===== src/rtl/cc_pkg.sv =====
`default_nettype none
// ============================================================================
// Module      : cc_pkg
// Description : Shared widths and FSM state encoding for the code-calculator
//               scheduler (cc_sched) and its interface.
// Contents    : NIB_W      - operand nibble width
//               OPT_W      - opt field width
//               OUT_W      - calculator result width
//               REQ_PACK_W - packed operand width per requester {n3,n2,n1,n0}
//               IDLE/DRIVE/RESP - scheduler state encoding
// Revision    : 1.0 - initial release
// ============================================================================
package cc_pkg;

    localparam int NIB_W      = 4;
    localparam int OPT_W      = 4;
    localparam int OUT_W      = 9;
    localparam int REQ_PACK_W = 16;

    localparam logic [1:0] IDLE  = 2'd0;
    localparam logic [1:0] DRIVE = 2'd1;
    localparam logic [1:0] RESP  = 2'd2;

endpackage : cc_pkg
`default_nettype wire


===== src/rtl/cc_sched_if.sv =====
`default_nettype none
// ============================================================================
// Module      : cc_sched_if
// Description : Request/response bundle between the requester front-ends /
//               result consumer (master) and the scheduler (slave).
// Signals     : req_valid [NUM_REQ]          per-requester request
//               req_ready [NUM_REQ]          per-requester accept (one-hot/0)
//               req_data  [NUM_REQ*16]       {n3,n2,n1,n0} per requester
//               req_opt   [NUM_REQ*4]        opt per requester
//               rsp_valid / rsp_ready        result handshake
//               rsp_id    [ID_W]             owner of the result
//               rsp_data  [9]                captured calculator output
// Revision    : 1.0 - initial release
// ============================================================================
interface cc_sched_if
    import cc_pkg::*;
#(
    parameter int NUM_REQ = 4,
    parameter int ID_W    = 2
);

    logic [NUM_REQ-1:0]            req_valid;
    logic [NUM_REQ-1:0]            req_ready;
    logic [NUM_REQ*REQ_PACK_W-1:0] req_data;
    logic [NUM_REQ*OPT_W-1:0]      req_opt;
    logic                          rsp_valid;
    logic                          rsp_ready;
    logic [ID_W-1:0]               rsp_id;
    logic [OUT_W-1:0]              rsp_data;

    modport master (
        output req_valid, req_data, req_opt, rsp_ready,
        input  req_ready, rsp_valid, rsp_id, rsp_data
    );

    modport slave (
        input  req_valid, req_data, req_opt, rsp_ready,
        output req_ready, rsp_valid, rsp_id, rsp_data
    );

endinterface : cc_sched_if
`default_nettype wire


===== src/rtl/cc_rr_arbiter.sv =====
`default_nettype none
// ============================================================================
// Module      : cc_rr_arbiter
// Description : Combinational round-robin pick. Searches req starting at
//               rr_ptr and wrapping modulo NUM_REQ; first set bit wins.
// Ports       : req       in  NUM_REQ  request vector
//               rr_ptr    in  ID_W     highest-priority index
//               grant     out NUM_REQ  one-hot grant (0 if no request)
//               grant_idx out ID_W     index of the granted requester
//               any_grant out 1        at least one request present
// Revision    : 1.0 - initial release
// ============================================================================
module cc_rr_arbiter #(
    parameter int NUM_REQ = 4,
    parameter int ID_W    = 2
) (
    input  wire logic [NUM_REQ-1:0] req,
    input  wire logic [ID_W-1:0]    rr_ptr,
    output logic      [NUM_REQ-1:0] grant,
    output logic      [ID_W-1:0]    grant_idx,
    output logic                    any_grant
);

    logic [ID_W-1:0] w_idx;

    always_comb begin
        grant     = '0;
        grant_idx = '0;
        any_grant = 1'b0;
        w_idx     = '0;
        // Walk priority order rr_ptr, rr_ptr+1, ...; the first hit locks out
        // all later candidates via any_grant.
        for (int k = 0; k < NUM_REQ; k++) begin
            w_idx = ID_W'((int'(rr_ptr) + k) % NUM_REQ);
            if (!any_grant && req[w_idx]) begin
                any_grant    = 1'b1;
                grant[w_idx] = 1'b1;
                grant_idx    = w_idx;
            end
        end
    end

endmodule : cc_rr_arbiter
`default_nettype wire


===== src/rtl/cc_sched.sv =====
`default_nettype none
// ============================================================================
// Module      : cc_sched
// Description : Round-robin scheduler sharing one combinational code
//               calculator between NUM_REQ requesters. Grants one request,
//               registers the operands onto cc_*, waits SETTLE_CYC cycles,
//               captures cc_out_n and returns it tagged with the owner id.
// Ports       : clk       in   clock (rising edge)
//               rst_n     in   asynchronous active-low reset
//               bus       slave modport of cc_sched_if (req/rsp channels)
//               cc_in_n0..cc_in_n3 out 4   registered calculator operands
//               cc_opt    out  4           registered calculator opt
//               cc_out_n  in   9           calculator result
//               busy      out  1           high whenever not IDLE
// Revision    : 1.0 - initial release
// ============================================================================
module cc_sched
    import cc_pkg::*;
#(
    parameter int NUM_REQ    = 4,
    parameter int ID_W       = 2,
    parameter int SETTLE_CYC = 1
) (
    input  wire logic             clk,
    input  wire logic             rst_n,
    cc_sched_if.slave             bus,
    output logic      [NIB_W-1:0] cc_in_n0,
    output logic      [NIB_W-1:0] cc_in_n1,
    output logic      [NIB_W-1:0] cc_in_n2,
    output logic      [NIB_W-1:0] cc_in_n3,
    output logic      [OPT_W-1:0] cc_opt,
    input  wire logic [OUT_W-1:0] cc_out_n,
    output logic                  busy
);

    localparam int           CNT_W      = 4;
    localparam logic [CNT_W-1:0] c_CNT_INIT = CNT_W'(SETTLE_CYC - 1);

    logic [1:0]            r_state;
    logic [ID_W-1:0]       r_rr_ptr;
    logic [CNT_W-1:0]      r_cnt;
    logic [NIB_W-1:0]      r_cc_n0;
    logic [NIB_W-1:0]      r_cc_n1;
    logic [NIB_W-1:0]      r_cc_n2;
    logic [NIB_W-1:0]      r_cc_n3;
    logic [OPT_W-1:0]      r_cc_opt;
    logic                  r_rsp_valid;
    logic [ID_W-1:0]       r_rsp_id;
    logic [OUT_W-1:0]      r_rsp_data;

    logic [NUM_REQ-1:0]    w_grant;
    logic [ID_W-1:0]       w_grant_idx;
    logic                  w_any_grant;
    logic [REQ_PACK_W-1:0] w_sel_data;
    logic [OPT_W-1:0]      w_sel_opt;
    logic [ID_W-1:0]       w_ptr_next;

    cc_rr_arbiter #(
        .NUM_REQ (NUM_REQ),
        .ID_W    (ID_W)
    ) u_arb (
        .req       (bus.req_valid),
        .rr_ptr    (r_rr_ptr),
        .grant     (w_grant),
        .grant_idx (w_grant_idx),
        .any_grant (w_any_grant)
    );

    // One-hot mux of the granted requester's operand slice.
    always_comb begin
        w_sel_data = '0;
        w_sel_opt  = '0;
        for (int r = 0; r < NUM_REQ; r++) begin
            if (w_grant[r]) begin
                w_sel_data = bus.req_data[r*REQ_PACK_W +: REQ_PACK_W];
                w_sel_opt  = bus.req_opt[r*OPT_W +: OPT_W];
            end
        end
    end

    // Priority moves to the requester after the one just served.
    assign w_ptr_next = (r_rsp_id == ID_W'(NUM_REQ - 1)) ? '0 : r_rsp_id + 1'b1;

    always_ff @(posedge clk or negedge rst_n) begin
        if (!rst_n) begin
            r_state     <= IDLE;
            r_rr_ptr    <= '0;
            r_cnt       <= '0;
            r_cc_n0     <= '0;
            r_cc_n1     <= '0;
            r_cc_n2     <= '0;
            r_cc_n3     <= '0;
            r_cc_opt    <= '0;
            r_rsp_valid <= 1'b0;
            r_rsp_id    <= '0;
            r_rsp_data  <= '0;
        end else begin
            case (r_state)
                IDLE: begin
                    // req_ready mirrors the grant here, so any grant is a handshake.
                    if (w_any_grant) begin
                        r_cc_n0  <= w_sel_data[0*NIB_W +: NIB_W];
                        r_cc_n1  <= w_sel_data[1*NIB_W +: NIB_W];
                        r_cc_n2  <= w_sel_data[2*NIB_W +: NIB_W];
                        r_cc_n3  <= w_sel_data[3*NIB_W +: NIB_W];
                        r_cc_opt <= w_sel_opt;
                        r_rsp_id <= w_grant_idx;
                        r_cnt    <= c_CNT_INIT;
                        r_state  <= DRIVE;
                    end
                end
                DRIVE: begin
                    if (r_cnt == '0) begin
                        r_rsp_data  <= cc_out_n;
                        r_rsp_valid <= 1'b1;
                        r_state     <= RESP;
                    end else begin
                        r_cnt <= r_cnt - 1'b1;
                    end
                end
                RESP: begin
                    if (bus.rsp_ready) begin
                        r_rsp_valid <= 1'b0;
                        r_rr_ptr    <= w_ptr_next;
                        r_state     <= IDLE;
                    end
                end
                default: begin
                    r_state <= IDLE;
                end
            endcase
        end
    end

    assign bus.req_ready = (r_state == IDLE) ? w_grant : '0;
    assign bus.rsp_valid = r_rsp_valid;
    assign bus.rsp_id    = r_rsp_id;
    assign bus.rsp_data  = r_rsp_data;

    assign cc_in_n0 = r_cc_n0;
    assign cc_in_n1 = r_cc_n1;
    assign cc_in_n2 = r_cc_n2;
    assign cc_in_n3 = r_cc_n3;
    assign cc_opt   = r_cc_opt;
    assign busy     = (r_state != IDLE);

endmodule : cc_sched
`default_nettype wire


===== src/flat_wrapper.sv =====
// flat-port wrapper written by rule: the top's interface ports become plain ports
module cc_sched_flat import cc_pkg::*;
#(
    parameter int NUM_REQ    = 4,
    parameter int ID_W       = 2,
    parameter int SETTLE_CYC = 1
)
  (clk, rst_n, cc_in_n0, cc_in_n1, cc_in_n2, cc_in_n3, cc_opt, cc_out_n, busy, bus_req_valid, bus_req_data, bus_req_opt, bus_rsp_ready, bus_req_ready, bus_rsp_valid, bus_rsp_id, bus_rsp_data);
  cc_sched_if #(.NUM_REQ(NUM_REQ), .ID_W(ID_W)) bus_i ();
  input  wire logic clk;
  input  wire logic rst_n;
  output logic      [NIB_W-1:0] cc_in_n0;
  output logic      [NIB_W-1:0] cc_in_n1;
  output logic      [NIB_W-1:0] cc_in_n2;
  output logic      [NIB_W-1:0] cc_in_n3;
  output logic      [OPT_W-1:0] cc_opt;
  input  wire logic [OUT_W-1:0] cc_out_n;
  output logic busy;
  input wire logic [$bits(bus_i.req_valid)-1:0] bus_req_valid;
  input wire logic [$bits(bus_i.req_data)-1:0] bus_req_data;
  input wire logic [$bits(bus_i.req_opt)-1:0] bus_req_opt;
  input wire logic [$bits(bus_i.rsp_ready)-1:0] bus_rsp_ready;
  output wire logic [$bits(bus_i.req_ready)-1:0] bus_req_ready;
  output wire logic [$bits(bus_i.rsp_valid)-1:0] bus_rsp_valid;
  output wire logic [$bits(bus_i.rsp_id)-1:0] bus_rsp_id;
  output wire logic [$bits(bus_i.rsp_data)-1:0] bus_rsp_data;
  assign bus_i.req_valid = bus_req_valid;
  assign bus_i.req_data = bus_req_data;
  assign bus_i.req_opt = bus_req_opt;
  assign bus_i.rsp_ready = bus_rsp_ready;
  assign bus_req_ready = bus_i.req_ready;
  assign bus_rsp_valid = bus_i.rsp_valid;
  assign bus_rsp_id = bus_i.rsp_id;
  assign bus_rsp_data = bus_i.rsp_data;
  cc_sched #(.NUM_REQ(NUM_REQ), .ID_W(ID_W), .SETTLE_CYC(SETTLE_CYC)) u_core (.clk(clk), .rst_n(rst_n), .bus(bus_i), .cc_in_n0(cc_in_n0), .cc_in_n1(cc_in_n1), .cc_in_n2(cc_in_n2), .cc_in_n3(cc_in_n3), .cc_opt(cc_opt), .cc_out_n(cc_out_n), .busy(busy));
endmodule

===== config.mk =====
export PLATFORM = sky130hd
export DESIGN_NAME = cc_sched_flat
export DESIGN_NICKNAME = d
export VERILOG_FILES = /design/src/rtl/cc_pkg.sv /design/src/rtl/cc_sched_if.sv /design/src/rtl/cc_rr_arbiter.sv /design/src/rtl/cc_sched.sv /design/src/flat_wrapper.sv
export SDC_FILE = /design/constraint.sdc
export NUM_CORES = 1
export LEC_CHECK = 0
export BUFFER_PORTS_ARGS = -buffer_cell sky130_fd_sc_hd__clkbuf_2
export CAP_MARGIN = 15
export CORE_MARGIN = 10
export CORE_UTILIZATION = 39
export DETAILED_ROUTE_END_ITERATION = 10
export HOLD_SLACK_MARGIN = 0.12
export PLACE_DENSITY = 0.69
export SYNTH_ARGS = -nofsm -noshare
export SYNTH_HDL_FRONTEND = slang
export SYNTH_SLANG_ARGS = --single-unit

===== constraint.sdc =====
create_clock -name clk -period 3.9 [get_ports clk]
set_input_delay 0.195 -clock clk [delete_from_list [all_inputs] [get_ports clk]]
set_output_delay 0.195 -clock clk [all_outputs]
set_load 0.05 [all_outputs]

==> flow_metrics.tcl, run 1 <==
set metrics [dict create \
    die_area_mm2 0.0113 \
    ant_nets 0 \
    rows 31 \
    grt_usage_pct 17.4 \
    period_share_pct 87.8 \
    grt_first_pass_wirelength_um 16600 \
    vias 3200 \
    setup_tns_ns 0 \
    vias_per_cell 5.70 \
    crit_path_cell_trace "inv_1 -> ha_1 -> mux4_2 -> or4_1 -> a22oi_1 -> a211oi_2 -> nor2_1 -> clkbuf_2" \
    synth.top_cell.area_share_pct 34.6 \
    syn_nets 440 \
    yosysTopAreaCell "dfrtp_1" \
    fin_util_pct 51.9 \
    powerDensity_mw_per_mm2 982 \
    critical_path.max_stage_delay_ns 0.61 \
    maxSlewHeadroom_pct 30.6 \
    critPathMaxFanout 14 \
    multiInputGateArea_mm2 0.00174 \
    insertion_delay_ns 0.29 \
    synth.most_common_cell "dfrtp_1" \
    yosys.area_share.adder_pct 3.89 \
    syn2layout_area_growth_pct 29.4 \
    drcViolationCount 0 \
    nNetsFinal 567 \
    max_clock_freq_mhz 292 \
    avgSynthCellArea_um2 8.64 \
    worst_slew_pin_slew_ns 1.04 \
    design.core.area_mm2 0.00721 \
    critPathCaptureType "output port" \
    vdd_drop_max_uv 444 \
    critPathSlowestCell "mux4_2" \
    synthXorXnorAreaFrac_pct 0.606 \
    wl_per_cell_um 17.9 \
    wl_um 10100 \
    status "finished clean" \
    synth_commonest_cells "dfrtp_1, nand2_1, o21ai_0, nor2_1, nor2b_1" \
    drive_gt1_share_pct 37.7 \
    path_clk_slew_ns 0.09 \
    syn_area_mm2 0.00289 \
    hold_viol_final 0 \
    synth_edf_count 0 \
    cts.path.max_buffers 2 \
    numCtsBuffers 5 \
    synth_compound_area_share_pct 24.2 \
    grt_pass1_vias 3425 \
    ys_seq_area_share_pct 34.6 \
    synthTopCellsByArea "dfrtp_1, o2bb2ai_1, a311oi_1" \
    muxShareOfSynthArea_pct 8.09 \
    fin_crit_ns 3.43 \
    leakagePower_nw 1.71 \
    yosys_warnings 0 \
    slew_violations 0 \
    path_class "reg2out" \
    yosysUniqueCellTypes 45 \
    synth-async-reset-ratio_pct 100 \
    root_buffer "clkbuf_8" \
    dr.pass1.iters 5 \
    die_height_um 106 \
    io_buffers 132 \
    hp-class "in2reg" \
    io_pins 133 \
    setup_viol 0 \
    n_antenna_cell 0 \
    crit_buf_inv 2 \
    synth_top_family_by_area "compound AO/OA/AOI/OAI gates" \
    die_w_um 106 \
    grt_start_max_net_pins 41 \
    hpwl_um 7850 \
    drtIter0Drc 247 \
    grt_remaining_overflow 0 \
    htree_levels 2 \
    syn_inst 335 \
    rsz0062_at_grt "no" \
    place.gp.congestion 0.972 \
    critPathLaunchType "register" \
    crit_family "simple AND/OR/NAND/NOR gates" \
    worst_ep_arrival_time_ns 3.23 \
    cts_sinks 40 \
    cts_tree "built" \
    cap_viol_max_count 0 \
    synth-seq-cells 40 \
    start_util_pct 40.1 \
    required_ns 3.70 \
    clock_skew_ns 0.0111 \
    antenna_found_initial 0 \
    synth-simple-area-share_pct 23.1 \
    seq_area_mm2 0.00100 \
    nFillCells 722 \
    ys.flop_type "dfrtp_1" \
]
[final timing paths]
check	start	to	slack [ns]	cells after the start
setup / recovery	u_core.r_rr_ptr[1]	bus_req_ready[2]	0.47	8
hold / removal	cc_out_n[1]	u_core.bus.rsp_data[1]	0.14	2
setup reg to reg	u_core.r_rr_ptr[1]	u_core.cc_in_n3[2]	0.58	8
hold reg to reg	u_core.bus.rsp_valid	u_core.bus.rsp_valid	0.50	2
max in group asynchronous	rst_n	u_core.cc_in_n2[2]	2.70	2
min in group asynchronous	rst_n	u_core.bus.rsp_valid	0.58	2
[metal layers]
| layer | GRT usage, % | vias to the layer above | part of all wire [%] |
|---|---|---|---|
| met5 | 0 | - | 0 |
| met4 | 6.38 | 0 | 2.3 |
| met3 | 5.98 | 27 | 9.4 |
| met2 | 27.7 | 187 | 46 |
| met1 | 21.3 | 1503 | 42 |
| li1 | - | 1483 | - |
[sequential cells by signal (all words and copies together), names as in the netlist, 4 cells and up]
signal,flops
u_core.cc_in_n2,4
u_core.cc_in_n0,4
u_core.cc_opt,4
u_core.bus.rsp_data,9
u_core.r_cnt,4
u_core.cc_in_n3,4
u_core.cc_in_n1,4
[through the flow]
stage          instances  area (µm²)  worst slack [ns]  power (mW)  hold WS, ns
6_report             561        3740             0.474        3.68        0.135
5_1_grt              561        3740             0.290        3.94        0.122
4_1_cts              561        3740             0.524        3.68        0.133
3_5_place_dp         552        3640             0.631        3.41        0.411
3_3_place_gp         552        3640             0.802        3.36        0.407
2_1_floorplan        335        2890             0.255        2.75       -0.101
[cell usage in the layout, fill, tap and decap left out, types with 6 or more instances in the layout]
cell and instances:
clkbuf_2 132, dfrtp_1 40, nand2_1 37, o21ai_0 32
nor2_1 25, nor2b_1 24, nor3_1 21, o2bb2ai_1 20
a311oi_1 19, mux2_2 14, buf_4 13, ha_1 9
a21oi_1 7, inv_1 6, nand2b_1 6
[cell families after synthesis]
kind of cell               count (synthesis)
AOI/OAI and AO/OA                         98
xor gates and xnor gates                   2
adders and majority gates                  9
buffers and inverters                     33
DFF                                       40
muxes                                     20
and+or+nand+nor                          133
[final cells by class]
class / count / share of cell area (%)
Clock buffer: 5 / 1.84
Clock inverter: 2 / 0.334
Inverter: 6 / 0.602
Multi-Input combinational cell: 262 / 46.4
Sequential cell: 40 / 26.7
Tap cell: 99 / 3.31
Timing Repair Buffer: 147 / 20.8
[timing repair]
action	in CTS	in global routing
resized for setup	0	0
hold endpoints to repair	41	0
hold buffers	2	0
buffers inserted	0	0
[power by group]
group,switching (mW),internal [mW]
clock,0.151,0.121
sequential,0.132,0.634
combinational,1.83,0.807
total,2.11,1.56
Note: power is estimated with default switching activity, not from simulation.
==> run 2: changes to the inputs <==
Settings changed: PLACE_DENSITY 0.69 to 0.73.
==> flow_metrics.tcl, run 2 (synthesis gave the netlist of run 1 again) <==
set metrics [dict create \
    design.core.area_mm2 0.00721 \
    start_util_pct 40.1 \
    vdd_drop_max_uv 421 \
    grt_first_pass_wirelength_um 15600 \
    worst_slew_pin_slew_ns 0.989 \
    wl_per_cell_um 17.9 \
    cts.path.max_buffers 2 \
    place.gp.congestion 0.862 \
    r2r_start "u_core.r_rr_ptr[1]" \
    rsz0062_at_grt "no" \
    worstSetupStartpoint "u_core.r_rr_ptr[1]" \
    grt_usage_pct 16.6 \
    powerDensity_mw_per_mm2 984 \
    drtIter0Drc 260 \
    fin_crit_ns 3.50 \
    nNetsFinal 561 \
    hp-class "in2reg" \
    vias 3133 \
    worst_ep_arrival_time_ns 3.31 \
    reg2reg_slack_ns 0.55 \
    min_from "cc_out_n[1]" \
    critPathLaunchType "register" \
    die_w_um 106 \
    critPathMaxFanout 22 \
    cts_sinks 40 \
    insertion_delay_ns 0.29 \
    final_common_cell "clkbuf_2" \
    status "finished clean" \
    antenna_found_initial 0 \
    hold_viol_final 0 \
    die_height_um 106 \
    setup_viol 0 \
    die_area_mm2 0.0113 \
    fin_util_pct 51.8 \
    dp_cells 546 \
    final_cell_mix "clkbuf_2, dfrtp_1, nand2_1" \
    wl_um 9980 \
    rows 31 \
    max_clock_freq_mhz 286 \
    numCtsBuffers 5 \
    required_ns 3.70 \
    final_cells 556 \
    critPathCaptureType "output port" \
    io_pins 133 \
    n_antenna_cell 0 \
    r2r-end "u_core.cc_opt[3]" \
    slew_violations 0 \
    grt_remaining_overflow 0 \
    leakagePower_nw 1.69 \
    hold_depth 2 \
    root_buffer "clkbuf_8" \
    cap_viol_max_count 0 \
    dpl_cell_area_mm2 0.00362 \
    vias_per_cell 5.63 \
    clock_skew_ns 0.00535 \
    hpwl_um 7580 \
    drcViolationCount 0 \
    grt_pass1_vias 3189 \
    grt_start_max_net_pins 41 \
    ant_nets 0 \
    drive_gt1_share_pct 37.0 \
    path_clk_slew_ns 0.08 \
    maxSlewHeadroom_pct 34.1 \
    reg2reg_depth 8 \
    period_share_pct 89.8 \
    setup_tns_ns 0 \
    dr.pass1.iters 5 \
    design_area_mm2 0.00374 \
    io_buffers 132 \
    hold_end "u_core.bus.rsp_data[1]" \
    largest_register_ffs 9 \
    cts_tree "built" \
    syn2layout_area_growth_pct 29.2 \
    path_class "reg2out" \
    fin_total_pwr_mw 3.68 \
    htree_levels 2 \
]
==> run 2: cell count changes in the layout (fill, tap and decap cells not counted), sizes merged <==
cell	change
clkbuf	+1
buf	-5
clkinv	-1
==> run 2: through the flow <==
stage / hold slack [ns] / worst slack (ns)
2_1_floorplan: -0.101 / 0.255
3_3_place_gp: 0.397 / 0.722
3_5_place_dp: 0.413 / 0.607
4_1_cts: 0.127 / 0.442
5_1_grt: 0.135 / 0.240
6_report: 0.135 / 0.398
==> run 2: worst max path at each step <==
| stage | endpoint | slack (ns) | depth (start not counted) |
|---|---|---|---|
| 2_1_floorplan | bus_req_ready[2] | 0.26 | 9 |
| 3_3_place_gp | u_core.cc_in_n1[1] | 0.72 | 8 |
| 3_5_place_dp | u_core.cc_opt[3] | 0.61 | 8 |
| 4_1_cts | bus_req_ready[2] | 0.44 | 8 |
| 5_1_grt | bus_req_ready[2] | 0.24 | 8 |
| 6_report | bus_req_ready[2] | 0.40 | 8 |
==> run 2: what timing repair did <==
item / 4_1_cts / 5_1_grt
setup endpoints to repair: 0 / 0
hold buffers: 2 / 0
setup buffers: 0 / 0
gates resized for setup: 0 / 0
hold endpoints to repair: 41 / 0
==> run 2: worst max-delay path, stage by stage, from the launching register on <==
cell and delay, ns:
dfrtp_1 0.35, inv_1 0.12, ha_1 0.44, mux4_2 0.60, or4_1 0.54, a22oi_1 0.30
a211oi_4 0.19, nor2_1 0.18, clkbuf_2 0.30
==> run 2: layout make-up <==
class / instances / area [µm²]
multi-input cells: 262 / 1750
flip-flops and latches: 40 / 1000
fillers: 717 / 3480
clock inverters: 1 / 7.51
clock buffers: 7 / 86.3
repair buffers: 141 / 748
inverters: 6 / 22.5
well taps: 99 / 124
==> run 2: power by group <==
part | total, mW | switching (mW) | internal [mW]
registers | 0.763 | 0.129 | 0.633
logic | 2.62 | 1.83 | 0.794
clock network | 0.293 | 0.149 | 0.144
==> run 2: layer usage <==
| layer | track usage, % | up-vias | wire length [µm] |
|---|---|---|---|
| met4 | 4.16 | 0 | 131 |
| met5 | 0 | - | 0 |
| li1 | - | 1470 | - |
| met1 | 21.4 | 1487 | 4360 |
| met3 | 5.80 | 12 | 870 |
| met2 | 25.8 | 164 | 4610 |
==> run 3: changes to the inputs <==
Settings changed: ABC_AREA set to 1, RECOVER_POWER set to 25.
==> flow_metrics.tcl, run 3 <==
set metrics [dict create \
    status "finished clean" \
    cts_setup_buffers 0 \
    syn_area_mm2 0.00275 \
    io_pins 133 \
    worst_ep_arrival_time_ns 3.01 \
    synth-seq-cells 40 \
    period_share_pct 82.1 \
    hold_end "u_core.bus.rsp_data[4]" \
    final_common_cell "clkbuf_2" \
    die_area_mm2 0.0108 \
    ys_seq_area_share_pct 36.4 \
    setup_viol 0 \
    drt-met1-wl_um 3940 \
    rows 30 \
    hp-class "in2reg" \
    syn_nets 475 \
    slew_violations 0 \
    cts_tree "built" \
    die_height_um 104 \
    ys.flop_type "dfrtp_1" \
    hold_viol_final 0 \
    n_antenna_cell 0 \
    nFillCells 711 \
    top_layer_used "met4" \
    insertion_delay_ns 0.29 \
    design_area_mm2 0.00350 \
    muxShareOfSynthArea_pct 3.68 \
    r2r_start "u_core.r_rr_ptr[0]" \
    syn2layout_area_growth_pct 27.1 \
    design.core.area_mm2 0.00683 \
    route.met2.wl_um 4520 \
    place.gp.congestion 0.986 \
    path_clk_slew_ns 0.08 \
    grt_remaining_overflow 0 \
    synth_commonest_cells "a21oi_1, nand2_1, dfrtp_1, inv_1, nand3_1" \
    io_buffers 132 \
    dr.pass1.iters 4 \
    avgSynthCellArea_um2 7.44 \
    critPathLaunchType "register" \
    hpwl_um 7290 \
    yosysTopAreaCell "dfrtp_1" \
    start_util_pct 40.3 \
    required_ns 3.70 \
    seq_area_mm2 0.00100 \
    vias_per_cell 5.02 \
    grt_first_pass_wirelength_um 14900 \
    cap_viol_max_count 0 \
    fin_crit_ns 3.20 \
    die_w_um 104 \
    synth_compound_area_share_pct 18.6 \
    wl_per_cell_um 15.7 \
    multiInputGateArea_mm2 0.00147 \
    htree_levels 2 \
    reg2reg_depth 13 \
    drive_gt1_share_pct 29.8 \
    setup_tns_ns 0 \
    vias 2961 \
    synth-simple-area-share_pct 26.5 \
    grt_usage_pct 16.4 \
    cts_sinks 40 \
    synth_edf_count 0 \
    cts.path.max_buffers 2 \
    critPathCaptureType "output port" \
    critPathMaxFanout 21 \
    wl_um 9270 \
    synth-async-reset-ratio_pct 100 \
    root_buffer "clkbuf_8" \
    drtIter0Drc 199 \
    grt_start_max_net_pins 42 \
    rsz0062_at_grt "no" \
    syn_inst 370 \
    dpl_cell_area_mm2 0.00341 \
    wl_met3_um 739 \
    hold_depth 2 \
    yosys_warnings 0 \
    max_clock_freq_mhz 312 \
    r2r-end "u_core.cc_opt[3]" \
    numCtsBuffers 5 \
    synth.most_common_cell "a21oi_1" \
    min_from "cc_out_n[4]" \
    synth.top_cell.area_share_pct 36.4 \
    worst_slew_pin_slew_ns 1.00 \
    largest_register_ffs 9 \
    yosys.area_share.adder_pct 4.09 \
    synthTopCellsByArea "dfrtp_1, a21oi_1, nand2_1" \
    yosysUniqueCellTypes 33 \
    antenna_found_initial 0 \
    clock_skew_ns 0.00557 \
    reg2reg_slack_ns 0.92 \
    nNetsFinal 598 \
    final_cell_mix "clkbuf_2, a21oi_1, nand2_1" \
    grt_pass1_vias 3055 \
    synth_top_family_by_area "simple AND/OR/NAND/NOR gates" \
    synthXorXnorAreaFrac_pct 0.636 \
    drcViolationCount 0 \
    maxSlewHeadroom_pct 33.2 \
    ant_nets 0 \
    path_class "reg2out" \
]
run 3: changes by cell type after synthesis, moves of 6 or more:
| cell | change |
|---|---|
| a21oi_1 | +74 |
| nand2_1 | +42 |
| inv_1 | +28 |
| o21ai_0 | -27 |
| nor2b_1 | -24 |
| nand3_1 | +22 |
| nor3_1 | -20 |
| o2bb2ai_1 | -20 |
| a311oi_1 | -19 |
| clkbuf_1 | -17 |
| nand2_2 | +8 |
| buf_2 | +7 |
| buf_4 | +7 |
| nand2b_1 | -6 |
run 3: how the worst max path moves through the flow:
stage | startpoint | to | slack (ns) | cells past startpoint
2_1_floorplan | u_core.r_rr_ptr[0] | bus_req_ready[2] | 1.60 | 13
3_3_place_gp | u_core.r_rr_ptr[0] | u_core.cc_opt[1] | 1.00 | 12
3_5_place_dp | u_core.r_rr_ptr[0] | u_core.cc_opt[1] | 0.92 | 12
4_1_cts | u_core.r_rr_ptr[0] | bus_req_ready[0] | 0.67 | 12
5_1_grt | u_core.r_rr_ptr[0] | bus_req_ready[2] | 0.40 | 11
6_report | u_core.r_rr_ptr[0] | bus_req_ready[0] | 0.70 | 12
run 3: per-layer routing:
| metal | global-route usage (%) | vias up |
|---|---|---|
| li1 | - | 1460 |
| met1 | 19.0 | 1353 |
| met2 | 28.6 | 141 |
| met3 | 5.45 | 7 |
| met4 | 3.28 | 0 |
| met5 | 0 | - |
run 3: cell type report:
type | instances | area share [%]
clock buffers | 6 | 2.36
clock inverters | 2 | 0.286
inverters | 39 | 4.25
multi-input cells | 271 | 42.1
flip-flops and latches | 40 | 28.6
well taps | 96 | 3.43
repair buffers | 136 | 18.9
run 3: repair_timing:
action | 4_1_cts | 5_1_grt
endpoints found under the hold margin | 42 | 0
resized for setup | 0 | 0
setup endpoints to repair | 0 | 0
hold buffers | 3 | 0
run 3: cells by family after synthesis:
logic type                 count (synthesis)
and+or+nand+nor                          155
AOI/OAI and AO/OA                         96
buffers and inverters                     59
DFF                                       40
muxes                                      9
adders and majority gates                  9
xor gates and xnor gates                   2
run 3: critical path, cell delays in order (launching register included):
cell and delay [ns]:
dfrtp_1 0.62, inv_4 0.10, ha_1 0.36, inv_1 0.10, nand3_1 0.09, nand2_2 0.10, nand3_2 0.09, nor2_4 0.13
nand2_1 0.07, nand3_1 0.60, nand2_1 0.10, inv_1 0.08, clkbuf_2 0.27
run 3: metrics by stage:
step / instances / utilization [%] / hold WS (ns) / worst slack [ns]
global placement: 579 / 49.9 / 0.404 / 1.00
detailed placement: 579 / 49.9 / 0.406 / 0.921
global route: 590 / 51.2 / 0.125 / 0.400
CTS: 590 / 51.7 / 0.120 / 0.667
finish: 590 / 51.2 / 0.125 / 0.696
floorplan: 370 / - / -0.101 / 1.60
Power of run 3 is not shown: default switching activity piles up to over one toggle a cycle in this logic, so the estimate is an artifact.
